===== src/rtl/tff_pkg.sv =====
// Shared definitions for the T flip-flop counter: mode encoding and
// the parameter ranges the counter accepts.
package tff_pkg;

  // Operation select carried on the 2-bit mode input.
  typedef enum logic [1:0] {
    MODE_HOLD   = 2'b00,
    MODE_UP     = 2'b01,
    MODE_DOWN   = 2'b10,
    MODE_TOGGLE = 2'b11
  } mode_t;

  // Legal parameter ranges, checked when the counter is elaborated.
  localparam int WIDTH_MIN   = 1;
  localparam int WIDTH_MAX   = 16;
  localparam int MODULUS_MIN = 2;

  // Largest modulus representable in a register of the given width.
  function automatic int max_modulus(input int width);
    return 1 << width;
  endfunction

endpackage : tff_pkg


===== src/rtl/tff_cell.sv =====
// One T flip-flop with a synchronous active-high reset and a
// next-value override used for parallel loads.
module tff_cell (
  input  logic clk,
  input  logic rst,
  input  logic t,
  input  logic ovr,
  input  logic ovr_val,
  output logic q,
  output logic qbar
);

  logic q_q;

  // Reset wins, then the override value, otherwise toggle when t is set.
  always_ff @(posedge clk) begin
    if (rst) begin
      q_q <= 1'b0;
    end else if (ovr) begin
      q_q <= ovr_val;
    end else if (t) begin
      q_q <= ~q_q;
    end
  end

  assign q    = q_q;
  assign qbar = ~q_q;

endmodule : tff_cell


===== src/rtl/tff_counter.sv =====
// Modulo-MODULUS up/down/toggle counter built from WIDTH T flip-flops.
// Next-state logic picks the target value; each cell toggles where the
// target differs from the current value. Loads go through the cell
// override so the clamped load value lands directly.
module tff_counter
  import tff_pkg::*;
#(
  parameter int WIDTH   = 4,
  parameter int MODULUS = 16
) (
  input  logic             clk,
  input  logic             rst,
  input  logic             en,
  input  logic [1:0]       mode,
  input  logic [WIDTH-1:0] t_mask,
  input  logic             load,
  input  logic [WIDTH-1:0] d,
  output logic [WIDTH-1:0] q,
  output logic [WIDTH-1:0] qbar,
  output logic             tc,
  output logic             wrap,
  output logic             ovf
);

  // Elaboration-time parameter legality.
  if (WIDTH < WIDTH_MIN || WIDTH > WIDTH_MAX) begin : g_bad_width
    $error("tff_counter: WIDTH=%0d outside %0d..%0d", WIDTH, WIDTH_MIN, WIDTH_MAX);
  end
  if (MODULUS < MODULUS_MIN || MODULUS > max_modulus(WIDTH)) begin : g_bad_modulus
    $error("tff_counter: MODULUS=%0d outside %0d..2**WIDTH", MODULUS, MODULUS_MIN);
  end

  // Comparisons against MODULUS use one extra bit so MODULUS=2**WIDTH fits.
  localparam int               MOD_INT = MODULUS;
  localparam int               MAX_INT = MODULUS - 1;
  localparam logic [WIDTH:0]   MOD_EXT = MOD_INT[WIDTH:0];
  localparam logic [WIDTH-1:0] MAX_VAL = MAX_INT[WIDTH-1:0];

  mode_t            mode_s;
  logic [WIDTH-1:0] q_w;
  logic [WIDTH-1:0] qbar_w;
  logic [WIDTH-1:0] next_d;
  logic [WIDTH-1:0] t_d;
  logic [WIDTH-1:0] cand_d;
  logic             wrap_d;
  logic             ovf_d;
  logic             wrap_q;
  logic             ovf_q;

  assign mode_s = mode_t'(mode);
  assign cand_d = q_w ^ t_mask;

  // Target value and pulse requests for the coming edge, by priority
  // load > enabled mode > hold (reset is applied inside the registers).
  always_comb begin
    next_d = q_w;
    wrap_d = 1'b0;
    ovf_d  = 1'b0;
    if (load) begin
      if ({1'b0, d} >= MOD_EXT) begin
        next_d = MAX_VAL;
      end else begin
        next_d = d;
      end
    end else if (en) begin
      case (mode_s)
        MODE_UP: begin
          if (q_w == MAX_VAL) begin
            next_d = '0;
            wrap_d = 1'b1;
          end else begin
            next_d = q_w + 1'b1;
          end
        end
        MODE_DOWN: begin
          if (q_w == '0) begin
            next_d = MAX_VAL;
            wrap_d = 1'b1;
          end else begin
            next_d = q_w - 1'b1;
          end
        end
        MODE_TOGGLE: begin
          // Out-of-range toggle results are rejected rather than clamped.
          if ({1'b0, cand_d} < MOD_EXT) begin
            next_d = cand_d;
          end else begin
            ovf_d = 1'b1;
          end
        end
        default: begin
          next_d = q_w;
        end
      endcase
    end
  end

  // A bit toggles exactly where the target differs from the present value.
  assign t_d = q_w ^ next_d;

  genvar gi;
  generate
    for (gi = 0; gi < WIDTH; gi++) begin : g_cell
      tff_cell u_cell (
        .clk     (clk),
        .rst     (rst),
        .t       (t_d[gi]),
        .ovr     (load),
        .ovr_val (next_d[gi]),
        .q       (q_w[gi]),
        .qbar    (qbar_w[gi])
      );
    end
  endgenerate

  // Registered one-cycle wrap/ovf pulses; the two requests are exclusive
  // because they come from different mode branches.
  always_ff @(posedge clk) begin
    if (rst) begin
      wrap_q <= 1'b0;
      ovf_q  <= 1'b0;
    end else begin
      wrap_q <= wrap_d;
      ovf_q  <= ovf_d;
    end
  end

  assign q    = q_w;
  assign qbar = qbar_w;
  assign wrap = wrap_q;
  assign ovf  = ovf_q;

  // Terminal count looks at the present value and the operation requested now.
  assign tc = en & ~load &
              (((mode_s == MODE_UP)   && (q_w == MAX_VAL)) ||
               ((mode_s == MODE_DOWN) && (q_w == '0)));

endmodule : tff_counter


===== config.mk =====
export PLATFORM = sky130hd
export DESIGN_NAME = tff_counter
export DESIGN_NICKNAME = d
export VERILOG_FILES = /design/src/rtl/tff_pkg.sv /design/src/rtl/tff_cell.sv /design/src/rtl/tff_counter.sv
export SDC_FILE = /design/constraint.sdc
export NUM_CORES = 1
export LEC_CHECK = 0
export CORE_MARGIN = 2
export CORE_UTILIZATION = 42
export CTS_BUF_LIST = sky130_fd_sc_hd__clkbuf_8
export CTS_CLUSTER_SIZE = 28
export DETAILED_ROUTE_END_ITERATION = 10
export GPL_TIMING_DRIVEN = 1
export PLACE_DENSITY_LB_ADDON = 0.2
export SYNTH_ARGS = -nofsm -noshare
export SYNTH_HDL_FRONTEND = slang
export SYNTH_SLANG_ARGS = --single-unit

===== constraint.sdc =====
create_clock -name clk -period 2 [get_ports clk]
set_input_delay 0.4 -clock clk [delete_from_list [all_inputs] [get_ports clk]]
set_output_delay 0.4 -clock clk [all_outputs]
set_load 0.05 [all_outputs]

# After elaboration in Yosys (flattened, before gate mapping)
# Cells that the tools add are included.
totals:
  register_bits: 5
  inputBits: 14
  out_inout_bits: 11
  wordCells: 46
classes:
  n_addsub: 2
  n_eq_ne: 4
  n_mux: 16
  bitwise_logic: 10
  reduce_logical: 9
op_table:
  columns: ["cell", "count"]
  rows:
  - ["two-way mux 4 bit", 4]
  - ["case mux 4 bit (3 select lines)", 1]
  - ["two-way mux 1 bit", 10]
  - ["nonzero test 2 bit", 4]
  - ["bitwise XOR 4 bit", 2]
  - ["inverter 1 bit", 6]
  - ["adder 4 x 1 -> 4 bit (second input constant)", 1]
  - ["== test 2 bit (second input constant)", 2]
  - ["== test 4 bit (second input constant)", 1]
  - ["zero test 4 bit", 1]
  - ["subtractor 4 x 1 -> 4 bit (second input constant)", 1]
  - ["OR reduction 3 bit", 1]
  - ["AND 1 bit", 2]
  - ["== test 2 x 1 -> 1 bit (second input constant)", 1]
  - ["logical AND 1 bit", 2]
  - ["case mux 1 bit (2 select lines)", 1]
  - ["logical OR 1 bit", 1]

# Logic depth before layout (Yosys ltp)
depth:
  ltp_word: 8
  mapped_depth: 7
  mapped_depth_nobuf: 6

# Modules after synthesis
# Synthesis repeated with hierarchy kept, for this count alone.
hier_totals:
  hier_cells: 114
  hier_area_um2: 837.1
by_module_without_submodules:
  columns: ["mod", "instances", "cells_each", "area_per_inst_um2", "seq_area_each_um2"]
  rows:
  - ["tff_counter", 1, 90, 616.8, 20.0]
  - ["tff_cell", 4, 6, 55.1, 20.0]

# Worst setup path before layout
# Ideal clock, no wire load.
synth_path:
  kind: "register -> output"
  startpoint: "reg g_cell[0].u_cell.q_q"
  endpoint: "out tc"
  t_arrival_ns: 1.747
  required_ns: 1.600
  path_slack_ns: -0.147
  stages_incl_launch_ff: 6
  n_path_buf: 0
  path_cell_list: "dfxtp_1 > inv_1 > ha_1 > nor4bb_2 > a41oi_1 > nor3b_2"
synth_between:
  elab_chain_len: 4
  elab_cells_between_ends: 6
synth_rtl:
  columns: ["element", "line", "source"]
  rows:
  - ["start: declaration", "tff_cell.sv:13", "logic q_q;"]
  - ["start signal: assignment", "tff_cell.sv:20", "q_q <= ovr_val;"]
  - ["start signal: assignment", "tff_cell.sv:22", "q_q <= ~q_q;"]
  - ["== test 4 bit or zero test 4 bit (tied branches)", "tff_counter.sv:135, tff_counter.sv:136", null]
  - ["logical AND 1 bit, on equally long branches", "tff_counter.sv:135, tff_counter.sv:136", null]
  - ["logical OR 1 bit (*)", "tff_counter.sv:135", "(((mode_s == MODE_UP) && (q_w == MAX_VAL)) ||"]
  - ["AND 1 bit (*)", "tff_counter.sv:134", "assign tc = en & ~load &"]
  - ["end: declaration", "tff_counter.sv:20", "output logic tc,"]
# Mark *: on every way between the ends. The rest lies on a longest branch, timed or not.

# Final worst setup path
# Ends and elaborated chain as after synthesis.

==> impl_metrics.toml <==
[status]
status = "finished clean"

[detailed_routing]
ant_nets = 0
wire_per_inst_um = 14.1
wl_um = 1710
first_pass_iters = 4
viasPerCell = 5.68
drt-initial-drc-count = 13
dr_total_vias = 687
drc = 0

[worst_setup_path]
worst-path-max-fanout = 4
crit_type = "flip-flop to output port"
cp_data_arrival_time_ps = 1550
worstPathRequired_ps = 1600
start_kind = "flip-flop"
end_kind = "output port"

[synth]
synth_compound_area_share_pct = 24.0
synth_top_family_by_area = "simple AND/OR/NAND/NOR gates"
synth_commonest_cells = "buf_4 (9), ha_1 (6), inv_1 (6)"
yosys-top-cells-area = "dfxtp_1 (16%), ha_1 (12%), buf_4 (11%)"
ys_seq_area_share_pct = 16.4
synth_cell_types = 38
async_reset_ff_share_pct = 0
avgSynthCellArea_um2 = 8.14
syn-num-nets = 95
synth-simple-area-share_pct = 26.4
yosys_register_bits = 5
syn_area_um2 = 611
synth_cells = 75
synth_most_common_cell = "buf_4"
ys.flop_type = "dfxtp_1"
synthAdderAreaFrac_pct = 12.3
synth.largest_area_cell = "dfxtp_1"
synth_top_area_share_pct = 16.4
synthMuxAreaShare_pct = 1.64
yosys_warnings = 0
yosys.area_share.xor_xnor_pct = 0
synth_edf_count = 0

[power]
power_frac_comb_pct = 43.3
pwr-share-clk_pct = 34.5
power_density_nw_per_um2 = 564
switching_share_pct = 36.3
power.switching_uw = 199
ir_drop_mv = 0.382
p_int_uw = 350
p_leak_nw = 0.410
seqPwrFrac_pct = 22.2

[timing]
fmax_ghz = 0.514
setup_viol = 0
slew_headroom_pct = 66.7
post-route-period-util_pct = 97.3
layout_min_cycle_time_ps = 1950
fin_skew_ps = 4.20
timing.hold.ws_ps = 675
worstMarginPinSlew_ps = 498
slew_viol_final = 0
hold_viol = 0

[floorplanning]
die_w_um = 42.1
core_region_area_um2 = 1330
io-pin-count = 25
die_y_um = 42.1
die_area_um2 = 1770
start_util_pct = 45.8
rows = 13

[cells_and_area]
finalNonFillerCells = 121
nets = 127
area_growth_pct = 59.2
num_antenna_cells = 0
drive_gt1_share_pct = 39.6

[clock_tree]
cts_tree = "built"
clk_pin_slew_ps = 40
clkLatencyLatePin_ps = 230
clockRootBuffer = "clkbuf_8"
cts.sinks = 5
htreeDepth = 1
clock_path_buffers = 2
cts_buffers = 3

[job]
drv_cap = 0

[placement]
dp_cells = 114
place_congestion = 0.842
dpl.hpwl_um = 1280
numPortBuffers = 23

[hold_path]
hp-class = "primary input to flip-flop"

[global_route]
grt_pass1_wl_um = 2920
grt_antenna_before_repair = 0
grt_pass1_vias = 642
overflow = 0
grt_start_max_net_pins = 11
grt_use_total_pct = 22.3
==> metal layers <==
| metal | global-route usage (%) | vias to the layer above | share of wire [%] |
|---|---|---|---|
| met3 | 5.60 | 4 | 8.2 |
| met1 | 26.2 | 323 | 39 |
| met5 | 0 | - | 0 |
| met4 | 12.5 | 0 | 1.5 |
| li1 | - | 326 | - |
| met2 | 36.9 | 34 | 51 |
==> registers in the layout, indices dropped and copies added, names as in the netlist <==
name,cells
g_cell.u_cell.q,4
wrap,1
==> timing repair <==
| action | in CTS | in global routing |
|---|---|---|
| pin swaps | 3 | 1 |
| endpoints found under the setup margin | 3 | 1 |
| hold buffers | 0 | 0 |
| cloned | 0 | 0 |
| setup buffers | 2 | 1 |
| gates resized for setup | 16 | 4 |
==> path summary, 6_finish.rpt <==
check                     start                  to  slack (ps)  depth (start not counted)
min                     mode[1]                wrap         680                          4
max          g_cell[0].u_cell.q                  tc          50                          6
min reg2reg  g_cell[1].u_cell.q  g_cell[1].u_cell.q         750                          3
max reg2reg  g_cell[0].u_cell.q  g_cell[2].u_cell.q         420                          6
==> layout make-up <==
class                           instances  area (um2)
Clock inverter                          1        3.75
Tap cell                               15        18.8
Timing Repair Buffer                   39         334
Clock buffer                            3        41.3
Inverter                                7        26.3
Multi-Input combinational cell         51         447
Fill cell                             108         362
Sequential cell                         5         101
==> layout by cell type (no fill, tap or decap), types with 2 or more instances in the layout <==
cell type	instances
inv_2	4
clkdlybuf4s50_1	13
nand2_1	2
dfxtp_1	4
ha_4	2
clkbuf_8	3
nand2b_1	4
buf_4	22
ha_1	3
a21oi_1	2
nor3_1	5
buf_2	2
nor2b_1	5
inv_1	4
o21ai_0	3
==> power by group through the flow <==
stage	logic [mW]	clock network, mW	registers [mW]
2_1_floorplan	0.153	0	0.118
3_3_place_gp	0.217	0	0.121
3_5_place_dp	0.221	0	0.121
4_1_cts	0.232	0.191	0.121
5_1_grt	0.255	0.197	0.123
6_report	0.237	0.189	0.122
==> cell families after synthesis <==
family,after synthesis
AND/OR/NAND/NOR,24
AO/OA/AOI/OAI,19
adder cells (fa/ha/maj),6
buffers and inverters,19
other,1
multiplexers,1
flip-flops,5
==> through the flow <==
step | instance area (um2) | TNS, ps | power [mW] | setup WS (ps) | util (%)
after global placement | 871 | -698 | 0.338 | -259 | 65.3
after CTS | 961 | 0 | 0.544 | 11.9 | 72.0
after detailed placement | 871 | -874 | 0.342 | -311 | 65.3
final | 972 | 0 | 0.549 | 53.7 | 72.9
after global routing | 972 | -18.0 | 0.574 | -18.0 | 72.9
after floorplan | 617 | 0 | 0.271 | 3.03 | -
==> worst max-delay path: stages (launching register included) <==
cell      delay (ps)
dfxtp_1          310
inv_2             90
ha_4             160
nor4bb_4         250
a41oi_2           80
nor3b_4          260
buf_12           170
Power figures use the tool's default switching activity.
